### config.mk
export PLATFORM = sky130hd
export DESIGN_NAME = ctrl_pipe_chain_flat
export DESIGN_NICKNAME = d
export VERILOG_FILES = /design/src/rtl/ctrl_pipe_chain_if.sv /design/src/rtl/ctrl_pipe_chain.sv /design/src/flat_wrapper.sv
export SDC_FILE = /design/constraint.sdc
export NUM_CORES = 1
export LEC_CHECK = 0
export BUFFER_PORTS_ARGS = -buffer_cell sky130_fd_sc_hd__buf_4
export CAP_MARGIN = 30
export CORE_MARGIN = 4
export CORE_UTILIZATION = 45
export DETAILED_ROUTE_END_ITERATION = 6
export GPL_TIMING_DRIVEN = 0
export HOLD_SLACK_MARGIN = 0.12
export PLACE_DENSITY = 0.81
export SYNTH_ARGS = -nofsm -noshare
export SYNTH_HDL_FRONTEND = slang
export SYNTH_SLANG_ARGS = --single-unit
### constraint.sdc
create_clock -name clk -period 2.8 [get_ports clk]
set_input_delay 0.56 -clock clk [delete_from_list [all_inputs] [get_ports clk]]
set_output_delay 0.56 -clock clk [all_outputs]
set_load 0.01 [all_outputs]
### src/rtl/ctrl_pipe_chain_if.sv
// rtl/ctrl_pipe_chain_if.sv - decode-to-pipeline control bundle handshake
interface ctrl_pipe_chain_if #(
    parameter int CW = 8
);
    logic          in_valid;
    logic [CW-1:0] in_ctrl;
    logic          in_ready;

    modport master (output in_valid, output in_ctrl, input in_ready);
    modport slave  (input in_valid, input in_ctrl, output in_ready);
endinterface

### src/rtl/ctrl_pipe_chain.sv
// rtl/ctrl_pipe_chain.sv - control bundle pipeline with per-stage valid, stall, flush and perf counters
module ctrl_pipe_chain #(
    parameter int CW     = 8,
    parameter int STAGES = 3,
    parameter int CNTW   = 16
) (
    input  logic                 clk,
    input  logic                 reset,
    ctrl_pipe_chain_if.slave     up,
    input  logic [STAGES-1:0]    stall,
    input  logic [STAGES-1:0]    flush,
    input  logic                 cnt_clr,
    output logic [STAGES-1:0]    stage_valid,
    output logic [STAGES*CW-1:0] stage_ctrl,
    output logic                 retire,
    output logic [CNTW-1:0]      retire_cnt,
    output logic [CNTW-1:0]      stall_cnt,
    output logic [CNTW-1:0]      flush_cnt
);
    logic [STAGES-1:0] held;
    logic [STAGES-1:0] validQ;
    logic [STAGES-1:0] validNext;
    logic [CW-1:0]     ctrlQ    [STAGES];
    logic [CW-1:0]     ctrlNext [STAGES];
    logic [CNTW-1:0]   flushAdd;

    assign up.in_ready = ~held[0];
    assign stage_valid = validQ;
    assign retire      = validQ[STAGES-1] & ~stall[STAGES-1] & ~flush[STAGES-1];

    for (genvar g = 0; g < STAGES; g++) begin : g_stage
        // A stall anywhere downstream freezes this stage too.
        assign held[g] = |stall[STAGES-1:g];
        assign stage_ctrl[g*CW +: CW] = ctrlQ[g];

        always_comb begin
            validNext[g] = 1'b0;
            ctrlNext[g]  = '0;
            if (flush[g]) begin
                validNext[g] = 1'b0;
            end else if (held[g]) begin
                validNext[g] = validQ[g];
                ctrlNext[g]  = ctrlQ[g];
            end else begin
                if (g == 0) begin
                    validNext[g] = up.in_valid;
                    ctrlNext[g]  = up.in_valid ? up.in_ctrl : '0;
                end else if (!held[(g == 0) ? 0 : g-1]) begin
                    validNext[g] = validQ[(g == 0) ? 0 : g-1];
                    ctrlNext[g]  = ctrlQ[(g == 0) ? 0 : g-1];
                end
            end
        end

        always_ff @(posedge clk) begin
            if (!reset) begin
                validQ[g] <= 1'b0;
                ctrlQ[g]  <= '0;
            end else begin
                validQ[g] <= validNext[g];
                ctrlQ[g]  <= ctrlNext[g];
            end
        end
    end

    // Only entries that were actually valid count as killed.
    always_comb begin
        flushAdd = '0;
        for (int i = 0; i < STAGES; i++) begin
            flushAdd = flushAdd + CNTW'(flush[i] & validQ[i]);
        end
    end

    always_ff @(posedge clk) begin
        if (!reset || cnt_clr) begin
            retire_cnt <= '0;
            stall_cnt  <= '0;
            flush_cnt  <= '0;
        end else begin
            retire_cnt <= retire_cnt + CNTW'(retire);
            stall_cnt  <= stall_cnt + CNTW'(up.in_valid & ~up.in_ready);
            flush_cnt  <= flush_cnt + flushAdd;
        end
    end
endmodule

### src/flat_wrapper.sv
// flat-port wrapper written by rule: the top's interface ports become plain ports
module ctrl_pipe_chain_flat 
#(
    parameter int CW     = 8,
    parameter int STAGES = 3,
    parameter int CNTW   = 16
)
  (clk, reset, stall, flush, cnt_clr, stage_valid, stage_ctrl, retire, retire_cnt, stall_cnt, flush_cnt, up_in_valid, up_in_ctrl, up_in_ready);
  ctrl_pipe_chain_if #(.CW(CW)) up_i ();
  input  logic clk;
  input  logic reset;
  input  logic [STAGES-1:0] stall;
  input  logic [STAGES-1:0] flush;
  input  logic cnt_clr;
  output logic [STAGES-1:0] stage_valid;
  output logic [STAGES*CW-1:0] stage_ctrl;
  output logic retire;
  output logic [CNTW-1:0] retire_cnt;
  output logic [CNTW-1:0] stall_cnt;
  output logic [CNTW-1:0] flush_cnt;
  input wire logic [$bits(up_i.in_valid)-1:0] up_in_valid;
  input wire logic [$bits(up_i.in_ctrl)-1:0] up_in_ctrl;
  output wire logic [$bits(up_i.in_ready)-1:0] up_in_ready;
  assign up_i.in_valid = up_in_valid;
  assign up_i.in_ctrl = up_in_ctrl;
  assign up_in_ready = up_i.in_ready;
  ctrl_pipe_chain #(.CW(CW), .STAGES(STAGES), .CNTW(CNTW)) u_core (.clk(clk), .reset(reset), .up(up_i), .stall(stall), .flush(flush), .cnt_clr(cnt_clr), .stage_valid(stage_valid), .stage_ctrl(stage_ctrl), .retire(retire), .retire_cnt(retire_cnt), .stall_cnt(stall_cnt), .flush_cnt(flush_cnt));
endmodule
==> metrics, run 1 <==
crit path capture type flip-flop; dpl cells 539; status completed; Synth cell types 37; largest net degree at the start of global routing 13; sequential share of the synthesized area 47.69%; RSZ-0062 raised after global routing no; placed cell areas 3966 um2; Antenna Nets Post-Route 0; pre-CTS setup slack 0.07924 ns; Rows 30; GRT Total Usage 18.35%; Worst Max-Slew Pin Slew 0.5168 ns; mux contribution to synthesized area 0.3180%; multi-input logic area 1560 um2; setup_tns 0 ns; CTS Buffer Depth 2; post-synthesis adder-cell area fraction 3.657%; Starting Density 46.34%; MaxCap Viol Count 0; share of flip-flops with an asynchronous set or reset 0%; commonest non-fill, non-tap cell in the layout buf_4; initial antenna violation count 0; final WL 7614 um; Final HPWL DP 5766 um; top-area cell type share of the netlist area 47.69%; Slew Limit Fails 0; Mapped Area 3148 um2; Rel. slew slack 65.42%; number of synthesized flops with an enable pin 0; RD Place Congestion 0.8332; Hold Path Stages 2; most frequent cells in the layout 93 x buf_4, 75 x dfxtp_1, 47 x nor2_1; number of global-route vias before repair 2628; Diodes inserted 0; post-CTS sizing 0; period utilization 84.99%; Setup Skew 0.01207 ns; largest cells by area after synthesis dfxtp_1 48%, nor2_1 5.6%, xor2_1 5.0%; share of layout cells above drive strength 1 25.71%; die height 91.64 um; CP startpoint kind primary input; H-tree depth 3; fmax 0.4202 GHz; Final #Nets 480; first-pass GRT wire length 12500 um; Syn Area/Cell 8.994 um2; Syn. warnings 0; non-filler cells, final 555; Post-Synthesis Cells 350; fin crit period 2.380 ns; DRC viols 0; simple-gate area share of the yosys netlist 28.34%; via count 2797; WP data arrival 2.65 ns; I/O pins 95; # port buffers 93; Fillers 593; worst skew pair latency 0.34 ns; area delta synth->final 34.74%; critical path fanouts, max 5; CP Class in2reg; worst reg-to-reg path cell count 8; initial DRC count 100; Synth Register Bits 75; Reg2Reg Setup Slack 0.43 ns; fin area 4242 um2; die width 91.64 um; via/cell ratio 5.040; CTS sink cnt 75; HP Class reg2reg; die area 8398 um2; largest area contributor in the netlist dfxtp_1; Setup WS post-layout 0.4204 ns; Mapped Nets 376; worst vdd ir 302.9 uV; Routed WL per cell 13.72 um; XOR/XNOR share of the synthesized area 9.181%; TritonCTS clock tree done; first-pass detailed-route iteration total 4; total global routing overflow 0; Compound-Gate Fraction of Synth Area 8.068%; largest family of logic cells by synthesized area simple AND/OR/NAND/NOR gates; hold_buf cts 0; Storage cell area 1501 um2; # setup viols final 0; core area 6794 um2; Inserted Clock Buffers 9; post-CTS setup buffers 0; CP required 3.07 ns; Worst-path clk slew 0.08 ns; CTS Root Cell clkbuf_8; Cell Pwr Density 532.6 nW/um2; Post-synth top flop dfxtp_1; Leakage 0.001718 uW; Final Hold Fails 0
==> through the flow <==
step / power, uW / util (%) / hold slack, ns
floorplan: 1132 / - / 0.4878
global placement: 1169 / 58.38 / 0.4604
detailed placement: 1170 / 58.38 / 0.4724
CTS: 2274 / 62.43 / 0.4828
global route: 2334 / 62.43 / 0.4928
finish: 2259 / 62.43 / 0.4833
==> power breakdown <==
group	total (uW)	switching (uW)	internal [uW]
Sequential	1070	1.96	1070
Clock	1110	382	732
Combinational	74.9	45.3	29.6
Total	2260	430	1830
==> metal layers <==
layer	wire, um	global-route usage, %	vias to the layer above
met5	0	0	-
met4	121	7.538	0
met3	420	4.102	10
met2	3702	29.88	72
met1	3370	23.46	1301
li1	-	-	1414
==> cell type report <==
cell class	instances	share of cell area, %
repair buffers	93	16.46
flip-flops and latches	75	35.40
clock inverters	4	2.832
plain buffers	15	1.681
well taps	96	2.832
inverters	4	0.3540
multi-input cells	256	36.78
clock buffers	12	3.658
==> Yosys cell counts, types with 2 or more instances <==
cell type and n:
nor3_1 6, nand4_1 10, or3_1 6, and3_1 5, nor4_1 4, a22oi_1 9, a21oi_1 24, o21ai_0 5
clkbuf_1 8, nor2_1 47, nand4_4 2, xnor2_1 15, dfxtp_1 75, nand3_1 24, ha_1 6, and2_1 10
or2_2 2, fa_1 2, buf_6 2, nand3b_1 9, and4_1 5, buf_1 5, nand2b_1 5, nand2_1 32
inv_1 3, xor2_1 18
==> cells by family after synthesis <==
logic type | count (synthesis)
AOI/OAI and AO/OA | 43
xor gates and xnor gates | 33
adders and majority gates | 8
buffers and inverters | 19
DFF | 75
muxes | 1
and+or+nand+nor | 171
==> worst paths after layout <==
path	startpoint	to
max	flush[2]	u_core.flush_cnt[12]$_SDFF_PP0_
min	u_core.ctrlQ[0][2]$_SDFFE_PP0N_	u_core.ctrlQ[0][2]$_SDFFE_PP0N_
max reg2reg	u_core.stage_valid[2]$_SDFFE_PP0N_	u_core.flush_cnt[12]$_SDFF_PP0_
min reg2reg	u_core.ctrlQ[0][2]$_SDFFE_PP0N_	u_core.ctrlQ[0][2]$_SDFFE_PP0N_
==> worst max-delay path, cell delays in order <==
cell,delay (ns)
buf_4,0.12
and2_1,0.16
fa_1,0.52
ha_1,0.19
fa_1,0.27
and3_1,0.22
nand4_4,0.13
or3_1,0.33
a21oi_1,0.14
==> registers in the layout, indices dropped and copies added, names as in the netlist <==
name	count
u_core.ctrlQ	24
u_core.flush_cnt	16
u_core.retire_cnt	16
u_core.stall_cnt	16
u_core.stage_valid	3
Power figures use the tool's default switching activity.
==> inputs of run 2 (changes only) <==
- PLACE_DENSITY: 0.81 -> 0.84
- clock period: 2.8 -> 1.9 ns (I/O delays scaled with it)
==> run 2 against run 1 <==
Compared with the run above:
- the flow now finishes with violations (negative setup slack)
- core utilization rose by 3.1 points
- design area is 4.9% higher
- worst setup slack got worse by 0.78 ns
- register-to-register slack worse by 0.79 ns
- combinational power up 54%
- sequential share of layout area decreased by 1.6 points
- power is 40% higher
- critical path depth rose by 2
- non-clock buffer count rose by 11
- clock power increased by 32%
- critical path type is now reg2reg
- critical endpoint is now u_core.flush_cnt[11]$_SDFF_PP0_
- largest power group is now sequential cells
==> metrics, run 2 (synthesis gave the netlist of run 1 again) <==
status complete, but fails checks (was completed); failing checks negative setup slack; DRC viols 0 (unchanged); NetSw 665.2 uW (was 429.7 uW); MaxCap Viol Count 0 (unchanged); Reg2Reg Setup Slack -0.36 ns (was 0.43 ns); die width 91.64 um (unchanged); Final #Nets 491 (was 480); Setup Skew 0.008296 ns (was 0.01207 ns); CP peak stage delay 0.46 ns (was 0.52 ns); Cell Pwr Density 709.0 nW/um2 (was 532.6 nW/um2); Antenna Nets Post-Route 0 (unchanged); # setup viols final 14 (was 0); max reg flops 24 (unchanged); die area 8398 um2 (unchanged); CTS Root Cell clkbuf_8 (unchanged); CP startpoint kind flip-flop (was primary input); Leakage 0.001779 uW (was 0.001718 uW); initial DRC count 98 (was 100); fin crit period 2.259 ns; setup_tns -4.064 ns (was 0 ns); HP Class in2reg (was reg2reg); CP max-delay cell fa_2 (was fa_1); first-pass GRT wire length 13040 um (was 12500 um); CP required 2.11 ns (was 3.07 ns); most frequent cells in the layout 99 x buf_4, 73 x dfxtp_1, 47 x nor2_1 (was 93 x buf_4, 75 x dfxtp_1, 47 x nor2_1); most used cell, CP buf_6 (was fa_1); via count 2856 (was 2797); Routed WL per cell 13.75 um (was 13.72 um); CP bufs+invs 4 (was 1); first-pass detailed-route iteration total 5 (was 4); worst vdd ir 568.1 uV (was 302.9 uV); fmax 0.4426 GHz; H-tree depth 3 (unchanged); CTS Buffer Depth 2 (unchanged); Final HPWL DP 5724 um (was 5766 um); Combinational Power Share 3.7% (was 3.3%); Pint 2490 uW (was 1830 uW); pre-CTS setup slack -0.6414 ns (was 0.07924 ns); Final Total Pwr 3156 uW (was 2259 uW); Final Hold Fails 0 (unchanged); initial antenna violation count 0 (unchanged); Rel. slew slack 65.77% (was 65.42%); share of layout cells above drive strength 1 33.19% (was 25.71%); Clock Power Share 46.4% (was 49.3%); sequential power share 49.9% (was 47.4%); RD Place Congestion 0.7982 (was 0.8332); CP Class reg2reg (was in2reg); Sw Share 21.08% (was 19.02%); crit path cell chain and2_4 -> fa_2 -> ha_4 -> buf_4 -> buf_6 -> buf_6 -> a21o_4 -> buf_6 -> nand4_1 -> xor2_1 -> nor2_1 (was buf_4 -> and2_1 -> fa_1 -> ha_1 -> fa_1 -> and3_1 -> nand4_4 -> or3_1 -> a21oi_1); hold_buf cts 0 (unchanged); GRT Total Usage 18.83% (was 18.35%); WP data arrival 2.47 ns (was 2.65 ns); Fillers 559 (was 593); period utilization 118.9%; commonest non-fill, non-tap cell in the layout buf_4 (unchanged); total global routing overflow 0 (unchanged); via/cell ratio 5.046 (was 5.040); crit path capture type flip-flop (unchanged); critical path fanouts, max 3 (was 5); Worst Max-Slew Pin Slew 0.5116 ns (was 0.5168 ns); worst skew pair latency 0.33 ns (was 0.34 ns); core area 6794 um2 (unchanged); CTS sink cnt 75 (unchanged); # port buffers 93 (unchanged); die height 91.64 um (unchanged); Starting Density 46.34% (unchanged); Largest Register u_core.ctrlQ (unchanged); Diodes inserted 0 (unchanged); largest net degree at the start of global routing 14 (was 13); number of global-route vias before repair 2841 (was 2628); TritonCTS clock tree done (unchanged); Setup WS post-layout -0.3595 ns (was 0.4204 ns); Rows 30 (unchanged); final WL 7784 um (was 7614 um); CP delay by family, top adder cells (unchanged); Worst-path clk slew 0.08 ns (about the same); area delta synth->final 41.38% (was 34.74%); RSZ-0062 raised after global routing yes (was no); I/O pins 95 (unchanged); Inserted Clock Buffers 9 (unchanged); Slew Limit Fails 0 (unchanged)
## run 2: cell types whose count changed in the layout (fill, tap and decap cells not counted), sizes merged
cell	delta
clkinvlp	+1
bufinv	-1
buf	+11
clkinv	+3
clkbuf	-3
## run 2: stage by stage
step           utilization, %  cell area, um2  hold slack, ns  cells
2_1_floorplan               -            3239          0.4677    350
3_3_place_gp            59.72            4058          0.4557    539
3_5_place_dp            59.72            4058          0.4615    539
4_1_cts                 64.33            4370          0.3132    562
5_1_grt                 65.51            4451          0.2965    566
6_report                65.51            4451          0.3262    566
## run 2: final timing paths
check,startpoint,endpoint,cells after the start
worst max-delay path,u_core.stage_valid[2]$_SDFFE_PP0N_,u_core.flush_cnt[11]$_SDFF_PP0_,11
worst min-delay path,up_in_ctrl[0],u_core.ctrlQ[0][0]$_SDFFE_PP0N_,3
worst max register to register,u_core.stage_valid[2]$_SDFFE_PP0N_,u_core.flush_cnt[11]$_SDFF_PP0_,11
worst min register to register,u_core.ctrlQ[0][7]$_SDFFE_PP0N_,u_core.ctrlQ[0][7]$_SDFFE_PP0N_,2
## run 2: worst min-delay path: stages
cell and delay (ns):
buf_4 0.11, nand3_1 0.07, a21oi_1 0.06
## run 2: repair_timing
action / CTS / global route
setup endpoints to repair: 10 / 16
gates resized for setup: 5 / 10
setup buffers: 7 / 4
pin swaps: 10 / 9
gates cloned: 0 / 0
## run 2: final cells by class
| type | instances | area, um2 | share of cell area, % |
|---|---|---|---|
| Multi-Input combinational cell | 256 | 1689 | 37.95 |
| Clock buffer | 9 | 123.9 | 2.783 |
| Sequential cell | 75 | 1504 | 33.79 |
| Buffer | 15 | 82.58 | 1.855 |
| Inverter | 4 | 15.01 | 0.3374 |
| Clock inverter | 7 | 116.4 | 2.615 |
| Timing Repair Buffer | 104 | 799.5 | 17.96 |
| Tap cell | 96 | 120.1 | 2.699 |
## run 2: routing by layer
| layer | vias to the layer above | wire [um] | GRT usage [%] |
|---|---|---|---|
| met5 | - | 0 | 0 |
| met4 | 0 | 48 | 4.271 |
| met3 | 4 | 523 | 7.465 |
| met2 | 74 | 3904 | 32.81 |
| met1 | 1342 | 3308 | 21.62 |
| li1 | 1436 | - | - |
## run 2: power groups by stage
stage	logic, uW	registers [uW]	clock network (uW)
6_report	115	1580	1460
5_1_grt	128	1580	1570
4_1_cts	116	1580	1490
3_5_place_dp	115	1610	0
3_3_place_gp	113	1610	0
2_1_floorplan	57.3	1610	0
==> inputs of run 3 (changes only) <==
- CORE_UTILIZATION: 45 -> 46
- PLACE_DENSITY: 0.84 -> 0.85
- RECOVER_POWER: default -> 50
==> run 3 against run 2 <==
Compared with the run above:
- the run still ends with negative setup slack left
- global-route usage grew 1.2 points
- count of clock-buffer cells in the layout grew 1
- sequential share of layout area grew 1.9 points
- sequential power is essentially flat
- worst hold slack lost 0.013 ns
- critical path depth shrank 3
- design area shrank 5.5%
- fmax grew 0.55%
- wire length grew 3.6%
- core utilization shrank 0.72 points
- via count grew 1.3%
- largest cell class unchanged
- highest routed layer unchanged
==> metrics, run 3 (synthesis gave the netlist of run 1 again) <==
Clock Power Share 44.6% (was 46.4%); final WL 8063 um (was 7784 um); hold_buf cts 0 (unchanged); commonest non-fill, non-tap cell in the layout dfxtp_1 (was buf_4); non-filler cells, final 544 (was 566); Worst-path clk slew 0.08 ns (about the same); initial DRC count 81 (was 98); Final #Nets 488 (was 491); RD Place Congestion 0.8875 (was 0.7982); die width 90.73 um (was 91.64 um); sequential power share 51.7% (was 49.9%); failing checks negative setup slack (unchanged); CP required 2.18 ns (was 2.11 ns); most frequent cells in the layout 73 x dfxtp_1, 56 x clkbuf_1, 49 x buf_4 (was 99 x buf_4, 73 x dfxtp_1, 47 x nor2_1); die height 90.73 um (was 91.64 um); max reg flops 24 (unchanged); Diodes inserted 0 (unchanged); Sw Share 21.57% (was 21.08%); NetSw 657.8 uW (was 665.2 uW); die area 8231 um2 (was 8398 um2); Leakage 0.001531 uW (was 0.001779 uW); worst reg-to-reg path cell count 8 (was 11); GRT Total Usage 20.06% (was 18.83%); share of layout cells above drive strength 1 22.06% (was 33.19%); worst skew pair latency 0.35 ns (was 0.33 ns); fin crit period 2.247 ns (was 2.259 ns); WP data arrival 2.53 ns (was 2.47 ns); Worst Max-Slew Pin Slew 0.5264 ns (was 0.5116 ns); crit path capture type flip-flop (unchanged); initial antenna violation count 0 (unchanged); dpl cells 520 (was 539); first-pass GRT wire length 13540 um (was 13040 um); number of global-route vias before repair 2856 (was 2841); via count 2894 (was 2856); fmax 0.4450 GHz (was 0.4426 GHz); I/O pins 95 (unchanged); Final HPWL DP 5810 um (was 5724 um); worst vdd ir 443.3 uV (was 568.1 uV); Starting Density 48.47% (was 46.34%); MaxCap Viol Count 0 (unchanged); # port buffers 93 (unchanged); largest net degree at the start of global routing 14 (unchanged); Cell Pwr Density 724.6 nW/um2 (was 709.0 nW/um2); Final Hold Fails 0 (unchanged); Rows 29 (was 30); status complete, but fails checks (unchanged); DRC viols 0 (unchanged); CTS sink cnt 75 (unchanged); Setup WS post-layout -0.3472 ns (was -0.3595 ns); area delta synth->final 33.66% (was 41.38%); Hold Path Stages 3 (unchanged); period utilization 118.3% (was 118.9%); critical path fanouts, max 4 (was 3); RSZ-0062 raised after global routing yes (unchanged); H-tree depth 3 (unchanged); total global routing overflow 0 (unchanged); HP Class in2reg (unchanged); Hold Slack 0.3129 ns (was 0.3262 ns); Largest Register u_core.ctrlQ (unchanged); Antenna Nets Post-Route 0 (unchanged); via/cell ratio 5.320 (was 5.046); Pint 2391 uW (was 2490 uW); CP Class reg2reg (unchanged); CTS Buffer Depth 2 (unchanged); CP startpoint kind flip-flop (unchanged); Combinational Power Share 3.7% (about the same); Slew Limit Fails 0 (unchanged); # setup viols final 20 (was 14); CTS Root Cell clkbuf_8 (unchanged); TritonCTS clock tree done (unchanged); core area 6495 um2 (was 6794 um2); Routed WL per cell 14.82 um (was 13.75 um); first-pass detailed-route iteration total 4 (was 5); Rel. slew slack 64.77% (was 65.77%); Setup Skew 0.01186 ns (was 0.008296 ns); Inserted Clock Buffers 9 (unchanged)
run 3: power by group through the flow:
stage / Sequential, uW / Combinational [uW] / Clock (uW)
after floorplan: 1610 / 57.3 / 0
after global placement: 1610 / 115 / 0
after CTS: 1580 / 117 / 1390
final: 1580 / 112 / 1360
after global routing: 1580 / 124 / 1470
after detailed placement: 1610 / 117 / 0
run 3: per-layer routing:
layer / vias up / routed length [um] / global-route usage, %
met4: 0 / 136 / 8.801
li1: 1430 / - / -
met1: 1370 / 3399 / 24.52
met3: 10 / 529 / 4.833
met2: 84 / 3998 / 33.42
met5: - / 0 / 0
run 3: final timing paths:
check / startpoint / to / slack [ns]
hold reg to reg: u_core.ctrlQ[0][3]$_SDFFE_PP0N_ / u_core.ctrlQ[0][3]$_SDFFE_PP0N_ / 0.48
hold / removal: up_in_ctrl[7] / u_core.ctrlQ[0][7]$_SDFFE_PP0N_ / 0.31
setup reg to reg: u_core.stage_valid[1]$_SDFFE_PP0N_ / u_core.flush_cnt[14]$_SDFF_PP0_ / -0.35
setup / recovery: u_core.stage_valid[1]$_SDFFE_PP0N_ / u_core.flush_cnt[14]$_SDFF_PP0_ / -0.35
run 3: critical path: stages, from the launching register on:
cell     delay (ns)
dfxtp_2        0.32
and2_4         0.13
fa_2           0.56
ha_4           0.15
fa_2           0.21
and3_4         0.20
nand4_4        0.12
or3_4          0.38
a21oi_4        0.13
run 3: timing repair:
action                                 CTS  global route
resized for setup                        7            11
pin swaps                                8             3
setup endpoints to repair                9            19
endpoints found under the hold margin    0             0
buffers inserted                         6             3
run 3: final cells by class:
cell class	instances	area (um2)
clock inverters	6	88.84
flip-flops and latches	75	1504
clock buffers	10	137.6
inverters	4	15.01
fillers	572	2287
repair buffers	101	578.1
well taps	77	96.34
plain buffers	15	82.58
multi-input cells	256	1705
run 3: stage by stage:
stage	area [um2]	TNS, ns	utilization (%)	worst slack (ns)	power, uW
6_report	4208	-2.762	64.79	-0.3472	3049
5_1_grt	4208	-4.832	64.79	-0.3885	3171
4_1_cts	4338	-1.749	66.79	-0.3579	3082
3_5_place_dp	4034	-8.438	62.11	-0.6655	1730
3_3_place_gp	4034	-7.084	62.11	-0.5724	1728
2_1_floorplan	3239	-1.144	-	-0.3565	1672
